`src/rtl/load_store_unit_pkg.sv`:
```
// Shared types for the RV32I load/store unit: FSM states and funct3 encodings.
// The funct3 values match the select encoding of the downstream extender.
package lsu_pkg;

    typedef enum logic [1:0] {
        IDLE = 2'd0,
        ADDR = 2'd1,
        WAIT = 2'd2,
        RESP = 2'd3
    } lsu_state_e;

    localparam logic [2:0] LB  = 3'b000;
    localparam logic [2:0] LH  = 3'b001;
    localparam logic [2:0] LW  = 3'b010;
    localparam logic [2:0] LBU = 3'b100;
    localparam logic [2:0] LHU = 3'b101;
    localparam logic [2:0] SB  = 3'b000;
    localparam logic [2:0] SH  = 3'b001;
    localparam logic [2:0] SW  = 3'b010;

endpackage

```
`src/rtl/load_store_unit_if.sv`:
```
// Request/response bus from execute and the data-memory bus of the load/store unit.
// The "master" modport is the side that issues requests on each bus.
interface lsu_req_if;
    logic        req_valid;
    logic        req_ready;
    logic        req_we;
    logic [2:0]  req_funct3;
    logic [31:0] req_addr;
    logic [31:0] req_wdata;
    logic        rsp_valid;
    logic [31:0] rsp_rdata;
    logic [2:0]  rsp_funct3;
    logic        rsp_misaligned;
    logic        rsp_timeout;

    modport master (
        output req_valid, req_we, req_funct3, req_addr, req_wdata,
        input  req_ready, rsp_valid, rsp_rdata, rsp_funct3, rsp_misaligned, rsp_timeout
    );

    modport slave (
        input  req_valid, req_we, req_funct3, req_addr, req_wdata,
        output req_ready, rsp_valid, rsp_rdata, rsp_funct3, rsp_misaligned, rsp_timeout
    );
endinterface

interface lsu_mem_if;
    logic        mem_valid;
    logic        mem_ready;
    logic        mem_we;
    logic [31:0] mem_addr;
    logic [31:0] mem_wdata;
    logic [3:0]  mem_be;
    logic        mem_rvalid;
    logic [31:0] mem_rdata;

    modport master (
        output mem_valid, mem_we, mem_addr, mem_wdata, mem_be,
        input  mem_ready, mem_rvalid, mem_rdata
    );

    modport slave (
        input  mem_valid, mem_we, mem_addr, mem_wdata, mem_be,
        output mem_ready, mem_rvalid, mem_rdata
    );
endinterface

```
`src/rtl/load_store_unit_align.sv`:
```
// Combinational lane steering: store data replication, byte enables, illegal-access
// decode for an incoming request, and right-alignment of returned load data.
module lsu_align
    import lsu_pkg::*;
(
    input  logic        we_i,
    input  logic [2:0]  funct3_i,
    input  logic [1:0]  offset_i,
    input  logic [31:0] wdata_i,
    output logic [31:0] wdata_o,
    output logic [3:0]  be_o,
    output logic        illegal_o,
    input  logic [1:0]  rd_offset_i,
    input  logic [31:0] rdata_i,
    output logic [31:0] rdata_o
);

    always_comb begin
        wdata_o   = '0;
        be_o      = '0;
        illegal_o = 1'b0;
        if (we_i) begin
            case (funct3_i)
                SB: begin
                    wdata_o = {4{wdata_i[7:0]}};
                    be_o    = 4'b0001 << offset_i;
                end
                SH: begin
                    wdata_o   = {2{wdata_i[15:0]}};
                    be_o      = 4'b0011 << offset_i;
                    illegal_o = offset_i[0];
                end
                SW: begin
                    wdata_o   = wdata_i;
                    be_o      = 4'b1111;
                    illegal_o = |offset_i;
                end
                default: illegal_o = 1'b1;
            endcase
        end else begin
            case (funct3_i)
                LB, LBU:  illegal_o = 1'b0;
                LH, LHU:  illegal_o = offset_i[0];
                LW:       illegal_o = |offset_i;
                default:  illegal_o = 1'b1;
            endcase
        end
    end

    // Upper bytes fill with zero; the extender applies sign extension afterwards.
    assign rdata_o = rdata_i >> {rd_offset_i, 3'b000};

endmodule

```
`src/rtl/load_store_unit.sv`:
```
// Data-memory access stage: accepts one load/store at a time, drives the
// valid/ready memory bus and returns right-aligned load data with its funct3.
module load_store_unit
    import lsu_pkg::*;
#(
    parameter int unsigned TIMEOUT_CYCLES = 255
) (
    input  logic      clk,
    input  logic      rst_n,
    lsu_req_if.slave  req,
    lsu_mem_if.master mem
);

    localparam logic [7:0] TimeoutLimit = 8'(TIMEOUT_CYCLES);

    lsu_state_e  state_q;
    logic        we_q;
    logic [2:0]  funct3_q;
    logic [1:0]  offset_q;
    logic [7:0]  cnt_q;
    logic [7:0]  cnt_d;
    logic        expired;

    logic        req_ready_q;
    logic        mem_valid_q;
    logic        mem_we_q;
    logic [31:0] mem_addr_q;
    logic [31:0] mem_wdata_q;
    logic [3:0]  mem_be_q;
    logic        rsp_valid_q;
    logic [31:0] rsp_rdata_q;
    logic [2:0]  rsp_funct3_q;
    logic        rsp_misaligned_q;
    logic        rsp_timeout_q;

    logic [31:0] lane_wdata;
    logic [3:0]  lane_be;
    logic        lane_illegal;
    logic [31:0] lane_rdata;

    lsu_align u_align (
        .we_i        (req.req_we),
        .funct3_i    (req.req_funct3),
        .offset_i    (req.req_addr[1:0]),
        .wdata_i     (req.req_wdata),
        .wdata_o     (lane_wdata),
        .be_o        (lane_be),
        .illegal_o   (lane_illegal),
        .rd_offset_i (offset_q),
        .rdata_i     (mem.mem_rdata),
        .rdata_o     (lane_rdata)
    );

    // Expiry is the cycle in which the counter would reach the limit.
    assign cnt_d   = cnt_q + 8'd1;
    assign expired = (cnt_d == TimeoutLimit);

    always_ff @(posedge clk or negedge rst_n) begin
        if (!rst_n) begin
            state_q          <= IDLE;
            we_q             <= 1'b0;
            funct3_q         <= '0;
            offset_q         <= '0;
            cnt_q            <= '0;
            req_ready_q      <= 1'b1;
            mem_valid_q      <= 1'b0;
            mem_we_q         <= 1'b0;
            mem_addr_q       <= '0;
            mem_wdata_q      <= '0;
            mem_be_q         <= '0;
            rsp_valid_q      <= 1'b0;
            rsp_rdata_q      <= '0;
            rsp_funct3_q     <= '0;
            rsp_misaligned_q <= 1'b0;
            rsp_timeout_q    <= 1'b0;
        end else begin
            rsp_valid_q      <= 1'b0;
            rsp_rdata_q      <= '0;
            rsp_funct3_q     <= '0;
            rsp_misaligned_q <= 1'b0;
            rsp_timeout_q    <= 1'b0;

            case (state_q)
                IDLE: begin
                    if (req.req_valid) begin
                        we_q        <= req.req_we;
                        funct3_q    <= req.req_funct3;
                        offset_q    <= req.req_addr[1:0];
                        cnt_q       <= '0;
                        req_ready_q <= 1'b0;
                        if (lane_illegal) begin
                            state_q          <= RESP;
                            rsp_valid_q      <= 1'b1;
                            rsp_funct3_q     <= req.req_funct3;
                            rsp_misaligned_q <= 1'b1;
                        end else begin
                            state_q     <= ADDR;
                            mem_valid_q <= 1'b1;
                            mem_we_q    <= req.req_we;
                            mem_addr_q  <= {req.req_addr[31:2], 2'b00};
                            mem_wdata_q <= lane_wdata;
                            mem_be_q    <= lane_be;
                        end
                    end
                end

                ADDR: begin
                    cnt_q <= cnt_d;
                    if (mem.mem_ready || expired) begin
                        mem_valid_q <= 1'b0;
                        mem_we_q    <= 1'b0;
                        mem_addr_q  <= '0;
                        mem_wdata_q <= '0;
                        mem_be_q    <= '0;
                    end
                    // A handshake in the expiry cycle takes priority over the timeout.
                    if (mem.mem_ready) begin
                        if (we_q) begin
                            state_q      <= RESP;
                            rsp_valid_q  <= 1'b1;
                            rsp_funct3_q <= funct3_q;
                        end else begin
                            state_q <= WAIT;
                        end
                    end else if (expired) begin
                        state_q       <= RESP;
                        rsp_valid_q   <= 1'b1;
                        rsp_funct3_q  <= funct3_q;
                        rsp_timeout_q <= 1'b1;
                    end
                end

                WAIT: begin
                    cnt_q <= cnt_d;
                    if (mem.mem_rvalid) begin
                        state_q      <= RESP;
                        rsp_valid_q  <= 1'b1;
                        rsp_rdata_q  <= lane_rdata;
                        rsp_funct3_q <= funct3_q;
                    end else if (expired) begin
                        state_q       <= RESP;
                        rsp_valid_q   <= 1'b1;
                        rsp_funct3_q  <= funct3_q;
                        rsp_timeout_q <= 1'b1;
                    end
                end

                RESP: begin
                    state_q     <= IDLE;
                    req_ready_q <= 1'b1;
                end

                default: begin
                    state_q     <= IDLE;
                    req_ready_q <= 1'b1;
                end
            endcase
        end
    end

    assign req.req_ready      = req_ready_q;
    assign req.rsp_valid      = rsp_valid_q;
    assign req.rsp_rdata      = rsp_rdata_q;
    assign req.rsp_funct3     = rsp_funct3_q;
    assign req.rsp_misaligned = rsp_misaligned_q;
    assign req.rsp_timeout    = rsp_timeout_q;

    assign mem.mem_valid = mem_valid_q;
    assign mem.mem_we    = mem_we_q;
    assign mem.mem_addr  = mem_addr_q;
    assign mem.mem_wdata = mem_wdata_q;
    assign mem.mem_be    = mem_be_q;

endmodule

```
`src/flat_wrapper.sv`:
```
// flat-port wrapper written by rule: the top's interface ports become plain ports
module load_store_unit_flat import lsu_pkg::*;
#(
    parameter int unsigned TIMEOUT_CYCLES = 255
)
  (clk, rst_n, req_req_valid, req_req_we, req_req_funct3, req_req_addr, req_req_wdata, req_req_ready, req_rsp_valid, req_rsp_rdata, req_rsp_funct3, req_rsp_misaligned, req_rsp_timeout, mem_mem_valid, mem_mem_we, mem_mem_addr, mem_mem_wdata, mem_mem_be, mem_mem_ready, mem_mem_rvalid, mem_mem_rdata);
  lsu_req_if req_i ();
  lsu_mem_if mem_i ();
  input  logic clk;
  input  logic rst_n;
  input wire logic [$bits(req_i.req_valid)-1:0] req_req_valid;
  input wire logic [$bits(req_i.req_we)-1:0] req_req_we;
  input wire logic [$bits(req_i.req_funct3)-1:0] req_req_funct3;
  input wire logic [$bits(req_i.req_addr)-1:0] req_req_addr;
  input wire logic [$bits(req_i.req_wdata)-1:0] req_req_wdata;
  output wire logic [$bits(req_i.req_ready)-1:0] req_req_ready;
  output wire logic [$bits(req_i.rsp_valid)-1:0] req_rsp_valid;
  output wire logic [$bits(req_i.rsp_rdata)-1:0] req_rsp_rdata;
  output wire logic [$bits(req_i.rsp_funct3)-1:0] req_rsp_funct3;
  output wire logic [$bits(req_i.rsp_misaligned)-1:0] req_rsp_misaligned;
  output wire logic [$bits(req_i.rsp_timeout)-1:0] req_rsp_timeout;
  output wire logic [$bits(mem_i.mem_valid)-1:0] mem_mem_valid;
  output wire logic [$bits(mem_i.mem_we)-1:0] mem_mem_we;
  output wire logic [$bits(mem_i.mem_addr)-1:0] mem_mem_addr;
  output wire logic [$bits(mem_i.mem_wdata)-1:0] mem_mem_wdata;
  output wire logic [$bits(mem_i.mem_be)-1:0] mem_mem_be;
  input wire logic [$bits(mem_i.mem_ready)-1:0] mem_mem_ready;
  input wire logic [$bits(mem_i.mem_rvalid)-1:0] mem_mem_rvalid;
  input wire logic [$bits(mem_i.mem_rdata)-1:0] mem_mem_rdata;
  assign req_i.req_valid = req_req_valid;
  assign req_i.req_we = req_req_we;
  assign req_i.req_funct3 = req_req_funct3;
  assign req_i.req_addr = req_req_addr;
  assign req_i.req_wdata = req_req_wdata;
  assign req_req_ready = req_i.req_ready;
  assign req_rsp_valid = req_i.rsp_valid;
  assign req_rsp_rdata = req_i.rsp_rdata;
  assign req_rsp_funct3 = req_i.rsp_funct3;
  assign req_rsp_misaligned = req_i.rsp_misaligned;
  assign req_rsp_timeout = req_i.rsp_timeout;
  assign mem_mem_valid = mem_i.mem_valid;
  assign mem_mem_we = mem_i.mem_we;
  assign mem_mem_addr = mem_i.mem_addr;
  assign mem_mem_wdata = mem_i.mem_wdata;
  assign mem_mem_be = mem_i.mem_be;
  assign mem_i.mem_ready = mem_mem_ready;
  assign mem_i.mem_rvalid = mem_mem_rvalid;
  assign mem_i.mem_rdata = mem_mem_rdata;
  load_store_unit #(.TIMEOUT_CYCLES(TIMEOUT_CYCLES)) u_core (.clk(clk), .rst_n(rst_n), .req(req_i), .mem(mem_i));
endmodule
```
`config.mk`:
```
export PLATFORM = sky130hd
export DESIGN_NAME = load_store_unit_flat
export DESIGN_NICKNAME = d
export VERILOG_FILES = /design/src/rtl/load_store_unit_pkg.sv /design/src/rtl/load_store_unit_if.sv /design/src/rtl/load_store_unit_align.sv /design/src/rtl/load_store_unit.sv /design/src/flat_wrapper.sv
export SDC_FILE = /design/constraint.sdc
export NUM_CORES = 1
export LEC_CHECK = 0
export ABC_AREA = 1
export BUFFER_PORTS_ARGS = -buffer_cell sky130_fd_sc_hd__buf_2
export CORE_MARGIN = 4
export CORE_UTILIZATION = 46
export CTS_CLUSTER_SIZE = 30
export DETAILED_ROUTE_END_ITERATION = 6
export HOLD_SLACK_MARGIN = 0.03
export PLACE_DENSITY = 0.77
export SLEW_MARGIN = 20
export SYNTH_ARGS = -nofsm -noshare
export SYNTH_HDL_FRONTEND = slang
export SYNTH_HIERARCHICAL = 1
export SYNTH_SLANG_ARGS = --single-unit
```
`constraint.sdc`:
```
create_clock -name clk -period 1.8 [get_ports clk]
set_clock_uncertainty 0.15 [all_clocks]
set_input_delay 0.09 -clock clk [delete_from_list [all_inputs] [get_ports clk]]
set_output_delay 0.09 -clock clk [all_outputs]
set_load 0.05 [all_outputs]
```
==> results.json, run 1 <==
{
  "core-area_mm2": 0.0128,
  "overflow": 0,
  "cts.clk_slew.worst_paths_ns": 0.06,
  "critPathLaunchType": "flip-flop",
  "cts_buffer_depth": 2,
  "finalHoldViolCount": 0,
  "grt_usage": 0.278,
  "r2r_start": "u_core/cnt_q[0]",
  "cp.arrival_ns": 2.23,
  "rsz0062_at_grt": "true",
  "area_growth_pct": 56.5,
  "r2r-end": "u_core/mem.mem_wdata[8]",
  "slew_violations": 0,
  "htree_levels": 4,
  "synth_top_cell_area_share": 0.497,
  "max_freq_ghz": 0.479,
  "die_x_um": 124,
  "ys_ff_latch": 123,
  "violations": "DRC, setup timing",
  "maxCapViolCount": 0,
  "nNetsFinal": 1276,
  "hpwlAfterDp_um": 12900,
  "synth_area_leaders": "dfrtp_1 (50%), nand2_1 (18%), o21ai_1 (5.5%)",
  "drt-pass1-iter-count": 7,
  "numCtsBuffers": 17,
  "clock-sinks": 123,
  "critPathMaxFanout": 16,
  "synthesis.area_mm2": 0.00615,
  "drt_wl_total_um": 23200,
  "antenna_found_initial": 0,
  "synth_area_leader_cell": "dfrtp_1",
  "fin_setup_tns_ns": -13.28,
  "clk_latency_ns": 0.41,
  "initial_core_util": 0.479,
  "viasPerCell": 5.31,
  "ys_warn_count": 6,
  "cts_tree": "built",
  "grt_pass1_vias": 6961,
  "grt_pass1_wl_um": 33200,
  "cellPowerDensity_mw_per_mm2": 1670,
  "layout-drive-gt1-share": 0.298,
  "final_cells": 1350,
  "yosys-top-cells-count": "nand2_1 (295), dfrtp_1 (122), inv_1 (78), nor2_1 (71), o21ai_1 (68)",
  "yosysSeqAreaShare": 0.501,
  "cts_root_buffer": "clkbuf_16",
  "avgRoutedWirePerCell_um": 17.2,
  "synth.distinct_cells": 33,
  "min_path_cells": 7,
  "num_vias": 7163,
  "peakVddDrop_v": 0.00106,
  "status": "finished, violations left",
  "power.total_mw": 16.0,
  "path_class": "flip-flop to flip-flop",
  "setup_slack_ns": -0.286,
  "synth_edf_count": 0,
  "hp-class": "input port to flip-flop",
  "min_period_over_period": 1.16,
  "gp_congestion": 0.857,
  "p_leak_nw": 5.24,
  "io_pins": 214,
  "end_kind": "flip-flop",
  "dpl.cell_count": 1194,
  "worstRegToRegCells": 12,
  "async_flop_share": 1.00,
  "die_h_um": 124,
  "worstSetupStartpoint": "u_core/cnt_q[0]",
  "rows": 41,
  "fin_crit_ns": 2.09,
  "drc": 2,
  "endpoint": "u_core/mem.mem_wdata[8]",
  "required_ns": 1.94,
  "die-area_mm2": 0.0153,
  "setup_viol": 74,
  "synth_cells": 803,
  "fill_cells": 836,
  "synth_most_common_cell": "nand2_1",
  "avgSynthCellArea_um2": 7.65,
  "rrSetupSlack_ns": -0.29,
  "portBuffers": 211,
  "grt_max_degree": 68,
  "drt_first_iter_violations": 824,
  "ys.flop_type": "dfrtp_1",
  "antenna_left": 0
}
-- worst max-delay path: stages (launching register included) --
cell and delay, ns:
dfrtp_1 0.43, ha_4 0.18, nand3_2 0.08, o21ai_2 0.12, nand2_1 0.09, nor2_2 0.12, nand2_2 0.09, nand2_2 0.10
nand3_4 0.10, buf_12 0.17, clkbuf_16 0.18, nand2_1 0.08, o21ai_1 0.08
-- per-layer routing --
metal | routed length [um] | global-route usage | part of all wire | up-vias
met5 | 0 | 0 | 0 | -
met2 | 11200 | 0.465 | 0.49 | 516
met4 | 1040 | 0.140 | 0.045 | 0
li1 | - | - | - | 3240
met3 | 2690 | 0.103 | 0.12 | 120
met1 | 8190 | 0.313 | 0.35 | 3287
-- cells by family after synthesis --
logic type / count (synthesis) / synth area share
flip-flops: 123 / 0.501
multiplexers: 8 / 0.0130
buffers and inverters: 124 / 0.0922
other: 1 / 0.000610
XOR/XNOR: 1 / 0.00143
AND/OR/NAND/NOR: 395 / 0.254
AO/OA/AOI/OAI: 144 / 0.123
adder cells (fa/ha/maj): 7 / 0.0143
-- registers in the layout, indices dropped and copies added (netlist names), 2 cells and up --
| name | count |
|---|---|
| u_core/mem.mem_addr | 30 |
| u_core/cnt_q | 8 |
| u_core/funct3_q | 3 |
| u_core/state_q | 2 |
| u_core/req.rsp_funct3 | 3 |
| u_core/mem.mem_be | 4 |
| u_core/req.rsp_rdata | 32 |
| u_core/mem.mem_wdata | 32 |
| u_core/offset_q | 2 |
-- final cells by class --
type / count / area, um2 / area share
timing repair buffer: 380 / 2800 / 0.291
sequential: 123 / 3080 / 0.320
inverter: 85 / 322 / 0.0334
antenna: 1 / 2.50 / 0.000260
clock buffer: 19 / 443 / 0.0460
multi-input combinational: 557 / 2640 / 0.275
tap: 172 / 215 / 0.0224
clock inverter: 13 / 120 / 0.0125
-- cell usage in the layout (no fill, tap or decap), drive strengths merged, types with 6 or more instances in the layout --
cell	n
nand2	298
a21oi	40
a22oi	6
inv	86
clkinv	8
nand3	19
buf	266
clkbuf	23
ha	7
dlygate4sd3	110
o21ai	89
nor2	76
dfrtp	122
mux2i	8
-- timing repair --
action,4_1_cts,5_1_grt
setup buffers,0,7
gates cloned,0,6
hold buffers,110,0
hold endpoints to repair,230,0
setup endpoints to repair,72,82
resized for setup,4,42
pin swaps,0,4
-- how the worst min path moves through the flow --
| stage | from | endpoint |
|---|---|---|
| global route | req_req_wdata[27] | u_core/mem.mem_wdata[27] |
| CTS | req_req_wdata[27] | u_core/mem.mem_wdata[27] |
| detailed placement | rst_n | u_core/mem.mem_wdata[2] |
| floorplan | rst_n | u_core/cnt_q[0] |
| finish | req_req_wdata[27] | u_core/mem.mem_wdata[27] |
| global placement | rst_n | u_core/mem.mem_wdata[2] |
-- through the flow --
stage | cell area (um2) | hold slack (ns) | setup WS, ns | util
after floorplan | 6160 | -0.356 | -0.137 | -
after global placement | 7620 | -0.0748 | -0.123 | 0.594
after detailed placement | 7620 | -0.0758 | -0.180 | 0.594
after CTS | 9300 | 0.0344 | -0.164 | 0.725
after global routing | 9620 | 0.112 | -0.359 | 0.750
final | 9620 | 0.0661 | -0.286 | 0.750
-- where the power goes --
part,switching [mW],internal [mW]
logic,6.08,2.59
registers,0.510,3.63
clock network,1.29,1.94
total,7.87,8.16
Power figures use the tool's default switching activity.
==> run 2, diff against run 1 <==
--- a/config.mk
+++ b/config.mk
@@ -8,11 +8,11 @@
 export ABC_AREA = 1
 export BUFFER_PORTS_ARGS = -buffer_cell sky130_fd_sc_hd__buf_2
 export CORE_MARGIN = 4
-export CORE_UTILIZATION = 46
+export CORE_UTILIZATION = 47
 export CTS_CLUSTER_SIZE = 30
 export DETAILED_ROUTE_END_ITERATION = 6
 export HOLD_SLACK_MARGIN = 0.03
-export PLACE_DENSITY = 0.77
+export PLACE_DENSITY = 0.76
 export SLEW_MARGIN = 20
 export SYNTH_ARGS = -nofsm -noshare
 export SYNTH_HDL_FRONTEND = slang
==> constraint.sdc (replaced) <==
create_clock -name clk -period 2 [get_ports clk]
set_clock_uncertainty 0.15 [all_clocks]
set_input_delay 0.1 -clock clk [delete_from_list [all_inputs] [get_ports clk]]
set_output_delay 0.1 -clock clk [all_outputs]
set_load 0.05 [all_outputs]
==> run 2 against run 1 <==
Sequential power is 2% lower. Sequential share of layout area is 2.4 points lower. Final cell count is 0.15% lower. The flow still finishes with violations (DRC, setup timing). Power is 8.7% higher. First-iteration DRC count is 110% higher. Setup slack worse by 0.12 ns. Combinational power is 19% higher. Critical path depth is 1 higher. Clock-buffer cell count stayed put. Utilization is 6.7 points higher.
==> results.json, run 2 (synthesis results as in run 1) <==
{
  "status": "finished, violations left",
  "violations": "DRC, setup timing",
  "antenna_left": 0,
  "num_vias": 8233,
  "htree_levels": 4,
  "path_cells": "buf_6 > inv_8 > ha_4 > nand2_2 > nor2_1 > nand3_1 > nor2_4 > nand2_2 > nand2_4 > nand3_4 > buf_12 > buf_16 > o21ai_1",
  "drt_wl_total_um": 32500,
  "required_ns": 2.18,
  "rsz0062_at_grt": "true",
  "drc": 338,
  "numCtsBuffers": 17,
  "drt_first_iter_violations": 1737,
  "layout_common_cells": "nand2_1 (225), buf_2 (210), dfrtp_1 (118), dlygate4sd3_1 (112), inv_1 (77)",
  "clk_latency_ns": 0.43,
  "multi_input_area_mm2": 0.00316,
  "stdcell_area_mm2": 0.0104,
  "path_class": "flip-flop to flip-flop",
  "nNetsFinal": 1270,
  "p_leak_nw": 5.50,
  "cellPowerDensity_mw_per_mm2": 1680,
  "cp.arrival_ns": 2.59,
  "critPathLaunchType": "flip-flop",
  "finalHoldViolCount": 0,
  "path_common_cell": "nand2_2",
  "avgRoutedWirePerCell_um": 24.1,
  "initial_core_util": 0.483,
  "grt_max_degree": 68,
  "slew_violations": 0,
  "setup_viol": 74,
  "die_x_um": 122,
  "max_freq_ghz": 0.416,
  "layout-drive-gt1-share": 0.391,
  "cts_buffer_depth": 2,
  "grt_usage": 0.331,
  "fin_setup_tns_ns": -21.24,
  "setup_slack_ns": -0.407,
  "slowest_delay_ns": 0.43,
  "wl_met2_um": 14200,
  "drt-pass1-iter-count": 7,
  "die_h_um": 122,
  "fill_cells": 572,
  "antenna_found_initial": 2,
  "die-area_mm2": 0.0150,
  "critPathMaxFanout": 18,
  "top_layer": "met5",
  "end_kind": "flip-flop",
  "route.met3.wl_um": 4990,
  "maxCapViolCount": 0,
  "cts_root_buffer": "clkbuf_16",
  "slowest_stage": "dfrtp_1",
  "drt-met1-wl_um": 10300,
  "overflow": 0,
  "hpwlAfterDp_um": 12400,
  "hp-class": "input port to flip-flop",
  "rows": 41,
  "portBuffers": 211,
  "core-area_mm2": 0.0127,
  "layout_commonest_cell": "nand2_1",
  "clock-sinks": 123,
  "post_dp_cell_area_mm2": 0.00741,
  "gp_congestion": 0.873,
  "critPathTopFamily": "simple AND/OR/NAND/NOR gates",
  "viasPerCell": 6.11,
  "place_ws_ns": -0.110,
  "grt_pass1_vias": 7386,
  "crit_buf_inv": 4,
  "cts.clk_slew.worst_paths_ns": 0.08,
  "area_growth_pct": 69.1,
  "grt_pass1_wl_um": 38200,
  "io_pins": 214,
  "seq_area_mm2": 0.00308,
  "cp.depth": 13,
  "cts_tree": "built",
  "worstRegToRegCells": 13,
  "fin_crit_ns": 2.41,
  "min_path_cells": 7,
  "peakVddDrop_v": 0.000791,
  "min_period_over_period": 1.20
}
[run 2: cell count changes in the layout (fill, tap and decap cells not counted), moves of 22 or more]
| cell | previous run | this run |
|---|---|---|
| nand2_4 | 5 | 29 |
| nand2_1 | 284 | 225 |
| nand2_2 | 9 | 44 |
| buf_4 | 44 | 22 |
| o21ai_2 | 4 | 53 |
| o21ai_1 | 71 | 19 |
[run 2: layout make-up]
type                    count  area share
clock buffers              19      0.0426
inverters                  85      0.0325
clock inverters            13      0.0138
multi-input cells         557       0.305
well taps                 172      0.0207
diodes                      5     0.00120
repair buffers            374       0.288
flip-flops and latches    123       0.297
[run 2: timing repair]
action	CTS	global route
buffers inserted	8	5
pin swaps	3	13
hold buffers	114	0
hold endpoints to repair	232	0
endpoints found under the setup margin	71	80
cloned	10	5
resized for setup	41	175
[run 2: worst paths after layout]
check	from	endpoint	slack [ns]
max	u_core/cnt_q[0]	u_core/mem.mem_wdata[17]	-0.41
min	req_req_wdata[29]	u_core/mem.mem_wdata[29]	0.09
max reg2reg	u_core/cnt_q[0]	u_core/mem.mem_wdata[17]	-0.41
min reg2reg	u_core/mem.mem_addr[28]	u_core/mem.mem_addr[28]	0.35
max in group asynchronous	rst_n	u_core/req.req_ready	0.69
min in group asynchronous	rst_n	u_core/mem.mem_addr[7]	0.47
[run 2: tightest hold or removal path, stage by stage]
cell and delay [ns]:
buf_2 0.10, nand2_1 0.07, nand3_1 0.10, nand2_1 0.08, inv_1 0.03, nand2_1 0.05
o21ai_1 0.07
[run 2: power by group]
part	switching, mW	internal [mW]	leakage [nW]
clock	1.24	1.87	0.264
sequential	0.769	3.27	1.64
combinational	6.81	3.48	3.60
[run 2: per-layer routing]
layer / vias to the layer above / track usage
met3: 343 / 0.128
met5: - / 0
met1: 3702 / 0.379
met2: 942 / 0.537
met4: 2 / 0.177
li1: 3244 / -
[run 2: per-stage QoR]
stage | cells | utilization | hold slack [ns] | total power, mW
2_1_floorplan | 804 | - | -0.346 | 8.66
3_3_place_gp | 1170 | 0.582 | -0.0868 | 10.1
3_5_place_dp | 1170 | 0.582 | -0.0870 | 10.2
4_1_cts | 1334 | 0.756 | 0.0306 | 14.9
5_1_grt | 1345 | 0.816 | 0.0875 | 18.0
6_report | 1348 | 0.817 | 0.0868 | 17.4
